===== src/rtl/alu_control_seq.sv =====
// Registered ALU control decoder with valid/ready handshake and an RV32M sequencer for an iterative MD unit.
// Optional: define ALU_CTRL_ILLEGAL_TRAP_EN to register and expose the illegal-decode flag.
module alu_control_seq #(
    parameter int OP_W       = 4,
    parameter int MD_LATENCY = 32,
    parameter int M_EXT      = 1
) (
    input  logic            clk,
    input  logic            rst,
    input  logic            in_valid,
    output logic            in_ready,
    input  logic [31:0]     instruction,
    input  logic [2:0]      ALUop_in,
    output logic            out_valid,
    input  logic            out_ready,
    output logic [OP_W-1:0] alu_op,
    output logic [2:0]      md_func,
    output logic            md_start,
    output logic            busy,
    output logic            illegal
);

    localparam logic [1:0] S_IDLE    = 2'd0;
    localparam logic [1:0] S_OUT     = 2'd1;
    localparam logic [1:0] S_MD_BUSY = 2'd2;
    localparam logic [1:0] S_MD_DONE = 2'd3;

    localparam logic [3:0] OP_ADD   = 4'd0;
    localparam logic [3:0] OP_SUB   = 4'd1;
    localparam logic [3:0] OP_AND   = 4'd2;
    localparam logic [3:0] OP_OR    = 4'd3;
    localparam logic [3:0] OP_XOR   = 4'd4;
    localparam logic [3:0] OP_SLL   = 4'd5;
    localparam logic [3:0] OP_SRL   = 4'd6;
    localparam logic [3:0] OP_SRA   = 4'd7;
    localparam logic [3:0] OP_SLT   = 4'd8;
    localparam logic [3:0] OP_SLTU  = 4'd9;
    localparam logic [3:0] OP_PASSB = 4'd10;
    localparam logic [3:0] OP_MD    = 4'd11;

    localparam int CNT_W = (MD_LATENCY > 1) ? $clog2(MD_LATENCY) : 1;
    localparam logic [CNT_W-1:0] CNT_LOAD = CNT_W'(MD_LATENCY - 1);

    logic [2:0] funct3;
    logic [6:0] funct7;
    logic [3:0] base_code;
    logic [3:0] dec_code;
    logic       dec_md;
    logic       dec_ill;
    logic       accept;
    logic       unused_instr_bits;

    logic [1:0]       state_q,     state_d;
    logic [CNT_W-1:0] cnt_q,       cnt_d;
    logic             out_valid_q, out_valid_d;
    logic [OP_W-1:0]  alu_op_q,    alu_op_d;
    logic [2:0]       md_func_q,   md_func_d;
    logic             md_start_q,  md_start_d;
`ifdef ALU_CTRL_ILLEGAL_TRAP_EN
    logic             illegal_q,   illegal_d;
`endif

    assign funct3            = instruction[14:12];
    assign funct7            = instruction[31:25];
    assign unused_instr_bits = ^{instruction[24:15], instruction[11:0]};

    always_comb begin
        case (funct3)
            3'b000:  base_code = OP_ADD;
            3'b001:  base_code = OP_SLL;
            3'b010:  base_code = OP_SLT;
            3'b011:  base_code = OP_SLTU;
            3'b100:  base_code = OP_XOR;
            3'b101:  base_code = OP_SRL;
            3'b110:  base_code = OP_OR;
            default: base_code = OP_AND;
        endcase
    end

    // Illegal branches leave dec_code at ADD, which is the required fallback.
    always_comb begin
        dec_code = OP_ADD;
        dec_md   = 1'b0;
        dec_ill  = 1'b0;
        case (ALUop_in)
            3'b000: begin
                case (funct7)
                    7'b0000000: dec_code = base_code;
                    7'b0100000: begin
                        if (funct3 == 3'b000)      dec_code = OP_SUB;
                        else if (funct3 == 3'b101) dec_code = OP_SRA;
                        else                       dec_ill  = 1'b1;
                    end
                    7'b0000001: begin
                        if (M_EXT != 0) begin
                            dec_md   = 1'b1;
                            dec_code = OP_MD;
                        end else begin
                            dec_ill = 1'b1;
                        end
                    end
                    default: dec_ill = 1'b1;
                endcase
            end
            3'b001: begin
                case (funct3)
                    3'b000, 3'b001: dec_code = OP_SUB;
                    3'b100, 3'b101: dec_code = OP_SLT;
                    3'b110, 3'b111: dec_code = OP_SLTU;
                    default:        dec_ill  = 1'b1;
                endcase
            end
            3'b010: dec_code = OP_ADD;
            3'b011: dec_code = OP_PASSB;
            3'b100: begin
                if (funct3 == 3'b101) dec_code = instruction[30] ? OP_SRA : OP_SRL;
                else                  dec_code = base_code;
            end
            default: dec_ill = 1'b1;
        endcase
    end

    // OUT re-accepts while its result is being consumed, giving one op per cycle.
    assign in_ready = (state_q == S_IDLE) || ((state_q == S_OUT) && out_ready);
    assign accept   = in_valid && in_ready;

    always_comb begin
        state_d     = state_q;
        cnt_d       = cnt_q;
        out_valid_d = out_valid_q;
        alu_op_d    = alu_op_q;
        md_func_d   = md_func_q;
        md_start_d  = 1'b0;
`ifdef ALU_CTRL_ILLEGAL_TRAP_EN
        illegal_d   = illegal_q;
`endif
        case (state_q)
            S_IDLE, S_OUT: begin
                if ((state_q == S_OUT) && out_ready) begin
                    state_d     = S_IDLE;
                    out_valid_d = 1'b0;
                end
                if (accept) begin
                    alu_op_d = OP_W'(dec_code);
`ifdef ALU_CTRL_ILLEGAL_TRAP_EN
                    illegal_d = dec_ill;
`endif
                    if (dec_md) begin
                        state_d     = S_MD_BUSY;
                        md_start_d  = 1'b1;
                        cnt_d       = CNT_LOAD;
                        md_func_d   = funct3;
                        out_valid_d = 1'b0;
                    end else begin
                        state_d     = S_OUT;
                        md_func_d   = 3'b000;
                        out_valid_d = 1'b1;
                    end
                end
            end
            S_MD_BUSY: begin
                if (cnt_q == '0) begin
                    state_d     = S_MD_DONE;
                    out_valid_d = 1'b1;
                end else begin
                    cnt_d = cnt_q - CNT_W'(1);
                end
            end
            default: begin
                if (out_ready) begin
                    state_d     = S_IDLE;
                    out_valid_d = 1'b0;
                end
            end
        endcase
    end

    always_ff @(posedge clk) begin
        if (rst) begin
            state_q     <= S_IDLE;
            cnt_q       <= '0;
            out_valid_q <= 1'b0;
            alu_op_q    <= '0;
            md_func_q   <= '0;
            md_start_q  <= 1'b0;
`ifdef ALU_CTRL_ILLEGAL_TRAP_EN
            illegal_q   <= 1'b0;
`endif
        end else begin
            state_q     <= state_d;
            cnt_q       <= cnt_d;
            out_valid_q <= out_valid_d;
            alu_op_q    <= alu_op_d;
            md_func_q   <= md_func_d;
            md_start_q  <= md_start_d;
`ifdef ALU_CTRL_ILLEGAL_TRAP_EN
            illegal_q   <= illegal_d;
`endif
        end
    end

    assign out_valid = out_valid_q;
    assign alu_op    = alu_op_q;
    assign md_func   = md_func_q;
    assign md_start  = md_start_q;
    assign busy      = (state_q == S_MD_BUSY) || (state_q == S_MD_DONE);
`ifdef ALU_CTRL_ILLEGAL_TRAP_EN
    assign illegal   = illegal_q;
`else
    assign illegal   = 1'b0;
`endif

endmodule


===== config.mk =====
export PLATFORM = sky130hd
export DESIGN_NAME = alu_control_seq
export DESIGN_NICKNAME = d
export VERILOG_FILES = /design/src/rtl/alu_control_seq.sv
export SDC_FILE = /design/constraint.sdc
export NUM_CORES = 1
export LEC_CHECK = 0
export ABC_AREA = 1
export BUFFER_PORTS_ARGS = -buffer_cell sky130_fd_sc_hd__clkbuf_2
export CAP_MARGIN = 10
export CORE_AREA = 2 2 51 53
export DETAILED_ROUTE_END_ITERATION = 10
export DIE_AREA = 0 0 53 55
export GPL_ROUTABILITY_DRIVEN = 0
export MAX_ROUTING_LAYER = met4
export PLACE_DENSITY = 0.8
export SLEW_MARGIN = 10
export SYNTH_ARGS = -nofsm -noshare
export SYNTH_HDL_FRONTEND = slang
export SYNTH_SLANG_ARGS = --single-unit

===== constraint.sdc =====
create_clock -name clk -period 2.4 [get_ports clk]
set_clock_uncertainty 0.2 [all_clocks]
set_input_delay 0.48 -clock clk [delete_from_list [all_inputs] [get_ports clk]]
set_output_delay 0.48 -clock clk [all_outputs]
set_load 0.005 [all_outputs]

* Word-level counts from Yosys, hierarchy flattened
Index checks and enable logic that the tools add are counted.
** Storage, ports and cells
- Flip-flop bits (word level) :: 16
** Operators by class
- $add $sub $neg :: 1
- Equality and inequality tests :: 20
- Muxes and demuxes :: 28
- Bitwise gates (word level) :: 2
- Reduce and logical (&&, ||, !) cells :: 19
** Operator list (count)
- 4-bit one-hot mux with 7 select lines :: 1
- 4-bit one-hot mux with 3 select lines :: 2
- 4-bit one-hot mux with 4 select lines :: 1
- 3-bit == test, second input constant :: 5
- 5-bit two-way mux :: 3
- 2-bit two-way mux :: 5
- 5-bit one-hot mux with 2 select lines :: 1
- 3-bit by 2-bit == test with 1-bit output, second input constant :: 3
- 1-bit two-way mux :: 9
- 3-bit two-way mux :: 3
- 2-bit != test, second input constant :: 4
- 2-bit OR reduction :: 4
- 7-bit by 1-bit == test with 1-bit output, second input constant :: 1
- 7-bit by 6-bit == test with 1-bit output, second input constant :: 1
- 7-bit logical NOT :: 1
- 3-bit by 1-bit == test with 1-bit output, second input constant :: 2
- 3-bit logical NOT :: 2
- 5-bit logical NOT :: 1
- 5-bit by 1-bit subtractor with 5-bit output, second input constant :: 1
- 2-bit == test, second input constant :: 2
- 4-bit two-way mux :: 1
- 2-bit one-hot mux with 2 select lines :: 1
- 4-bit AND reduction :: 1
- 3-bit != test, second input constant :: 1
- 11 further kinds :: 14

* Longest topological paths before layout
- Depth in word-level cells :: 6
- Gate-level depth with buffers :: 10
- Depth with buffers taken out :: 10

* Least setup slack after synthesis
OpenSTA, ideal clock, no wires.
- Path kind :: input to register
- Start :: in instruction[29]
- End :: reg cnt_q[2]
- Data arrival time :: 1.199 ns
- Data required time :: 2.071 ns
- Slack :: 0.872 ns
- Stages :: 8
- Path buffers :: 0
- Cell sequence :: nor2_2 -> nand2_1 -> nor2_2 -> nand3_2 -> nand2_2 -> inv_1 -> nand2_1 -> a21oi_2
** On the way
- Word-level cells in the longest chain between the ends :: 5
** Ends and longest elaborated chain
- start, declared :: RTL line 12 : input logic [31:0] instruction,
- 7-bit by 1-bit == test with 1-bit output :: RTL line 87 : case (funct7)
- 1-bit two-way mux :: RTL line 87
- 1-bit two-way mux :: RTL line 85 : case (ALUop_in)
- 2-bit != test (no source line)
- 4-bit AND reduction (no source line)
- end signal, assigned :: RTL line 191 : cnt_q <= cnt_d;
- end, declared :: RTL line 54 : logic [CNT_W-1:0] cnt_q, cnt_d;
No other way between the ends.
A chain may end at the register's enable or synchronous reset.

* Worst setup path after layout
- Start :: reg state_q[0]
- End :: out in_ready
** On the way
- Word-level cells in the longest chain between the ends :: 3
** Ends and longest elaborated chain
- start, declared :: RTL line 53 : logic [1:0] state_q, state_d;
- start signal, assigned :: RTL line 190 : state_q <= state_d;
- 2-bit by 1-bit == test with 1-bit output :: RTL line 124 : assign in_ready = (state_q == S_IDLE) || ((state_q == S_OUT) && out_ready);
- 1-bit logical AND :: RTL line 124
- 1-bit logical OR (*) :: RTL line 124
- end, declared :: RTL line 11 : output logic in_ready,
Every way passes the cells marked *; elsewhere a longest branch is shown, timed or not.

==> impl_metrics.ini <==
[status]
run_status = completed

[floorplanning]
start_util_pct = 47.0
die_area_um2 = 2920
die_x_um = 53
io_pins = 51
rows = 18
die_h_um = 55
core_um2 = 2360

[clock_tree]
postCtsSetupBuffers = 0
cts_tree = yes
clockBufferDepth = 2
cts.sinks = 15
holdBufCountCts = 0
cts_buffers = 3
cts_root_buf = clkbuf_4
htree_levels = 1
insertion_delay_ps = 290
clk_pin_slew_worst_paths_ps = 90
cts_resized = 0

[sta]
hold_viol = 0
fin_crit_ps = 1820
min_period_over_period_pct = 75.9
timing.hold.ws_ps = 265
slew_viol_final = 0
fmax_ghz = 0.549
final.setup.tns_ps = 0
grt_setup_unrepaired = false
setup_viol_count_final = 0

[drt]
first_iter_violations = 29
wire_per_inst_um = 9.67
avgViaCountPerCell = 4.75
vias = 1130
drt_first_pass_iters = 4
ant_nets = 0
wirelength_um = 2300
drcViolationCount = 0

[finish]
layoutNonFillerInstCount = 238
fillers = 257
diodes = 0
final_util_pct = 54.9
final_nets = 253
syn2layout_area_growth_pct = 16.9
drive_above_1_share_pct = 25.0

[yosys]
postSynthCellCount = 180
synth_top_flop_cell = dfxtp_1
yosys.cell_types.count = 28
ys_warn_count = 0
async_reset_ff_share_pct = 0
synth_edf_count = 0
ys_ff_latch = 15
syn_avg_cell_area_um2 = 6.17
seq_area_frac_synth_pct = 27.0
synthesis.nets = 224
synth_area_um2 = 1110

[pwr]
power_uw = 495
peakVddDrop_uv = 437
powerDensity_nw_per_um2 = 381
leakage_nw = 0.702

[worst_setup_path]
arrival_ps = 1140
start_kind = flip-flop
cp.required_ps = 1720
path_class = flip-flop to primary output
ff2ff_path_depth = 10
cp-end-kind = primary output
critPathMaxFanout = 4

[global_route]
antenna_found_initial = 0
track_usage_pct = 19.2
gr-total-overflow = 0
grt_max_degree = 11
grt_pass1_vias = 995
grt_pass1_wl_um = 4000

[min_path]
worstHoldPathCells = 2
hold_path.class = input port to flip-flop

[place]
placedCellCount = 234
portBuffers = 27
hpwl_um = 1850

[flow_run]
max-cap-violations = 0
[state kept, by name, summed over array words and instances, names as in the netlist]
signal / cells
cnt_q: 5
alu_op: 4
md_start: 1
state_q: 2
md_func: 3
[worst max-delay path, stage by stage, from the launching register on]
cell and delay, ps:
dfxtp_1 410, inv_2 60, nor2_4 170, nor2_1 90, clkbuf_2 120
[metal layers]
layer	track usage (%)	vias up	routed length, µm
met5	-	-	0
met4	6.41	0	10
met3	4.03	2	113
met2	31.5	31	1090
met1	23.6	484	1080
li1	-	613	-
[where the power goes]
| part | total [mW] | internal (mW) | switching [mW] |
|---|---|---|---|
| Clock | 0.152 | 0.0634 | 0.0881 |
| Combinational | 0.0884 | 0.0327 | 0.0557 |
| Sequential | 0.255 | 0.252 | 0.00286 |
| Total | 0.495 | 0.348 | 0.147 |
[logic make-up after synthesis]
family	share of synthesized area, %
other	0.338
AND/OR/NAND/NOR	42.7
flip-flops	27.0
adder cells (fa/ha/maj)	5.63
XOR/XNOR	0.788
buffers and inverters	11.9
AO/OA/AOI/OAI	11.6
[worst paths after layout]
kind / start / end / slack (ps)
hold reg to reg: alu_op[1]$_SDFFE_PP0P_ / alu_op[1]$_SDFFE_PP0P_ / 280
hold / removal: rst / cnt_q[2]$_SDFFE_PP0P_ / 260
setup / recovery: state_q[0]$_SDFFE_PP0P_ / in_ready / 580
setup reg to reg: cnt_q[0]$_SDFFE_PP0P_ / state_q[1]$_SDFFE_PP0P_ / 850
[cells in the mapped netlist, types with 2 or more instances]
cell type | n | share of area (%)
nor3_4 | 2 | 2.9
nand2_2 | 3 | 1.7
nor2_2 | 5 | 2.8
nor2_4 | 2 | 2.0
inv_2 | 3 | 1.0
clkbuf_1 | 2 | 0.68
ha_1 | 5 | 5.6
a21oi_2 | 2 | 1.6
dfxtp_1 | 15 | 27
o211ai_1 | 2 | 1.4
nand3_1 | 11 | 5.0
nor2_1 | 17 | 5.7
o21ai_0 | 7 | 3.2
a21oi_1 | 7 | 3.2
o21ai_1 | 2 | 0.90
nor3_1 | 2 | 0.90
nand2_1 | 56 | 19
inv_1 | 27 | 9.1
[final cells by class]
class                   count  area [µm²]  area share [%]
flip-flops and latches     15         300            23.1
clock buffers               3        22.5            1.73
multi-input cells         131         678            52.2
well taps                  30        37.5            2.89
inverters                  31         118            9.06
repair buffers             27         135            10.4
clock inverters             1        7.51           0.578
[stage by stage]
stage               instance area [µm²]  worst slack, ps
floorplan                          1110              872
global placement                   1270              600
detailed placement                 1270              590
CTS                                1300              563
global route                       1300              507
finish                             1300              577
[cells in the final DEF (no fill, tap or decap), types with 2 or more instances in the layout]
cell	synthesis	layout
nor3_1	2	2
nand2_2	3	3
a21oi_1	7	7
o21ai_1	2	2
clkbuf_4	0	3
inv_1	27	27
nand3_1	11	11
nor2_2	5	5
a21oi_2	2	2
nand2_1	56	56
nor3_4	2	2
inv_2	3	3
clkbuf_2	0	27
nor2_1	17	17
nor2_4	2	2
dfxtp_1	15	15
o21ai_0	7	7
o211ai_1	2	2
ha_1	5	5
No activity file was read; power rests on OpenSTA's default activity.
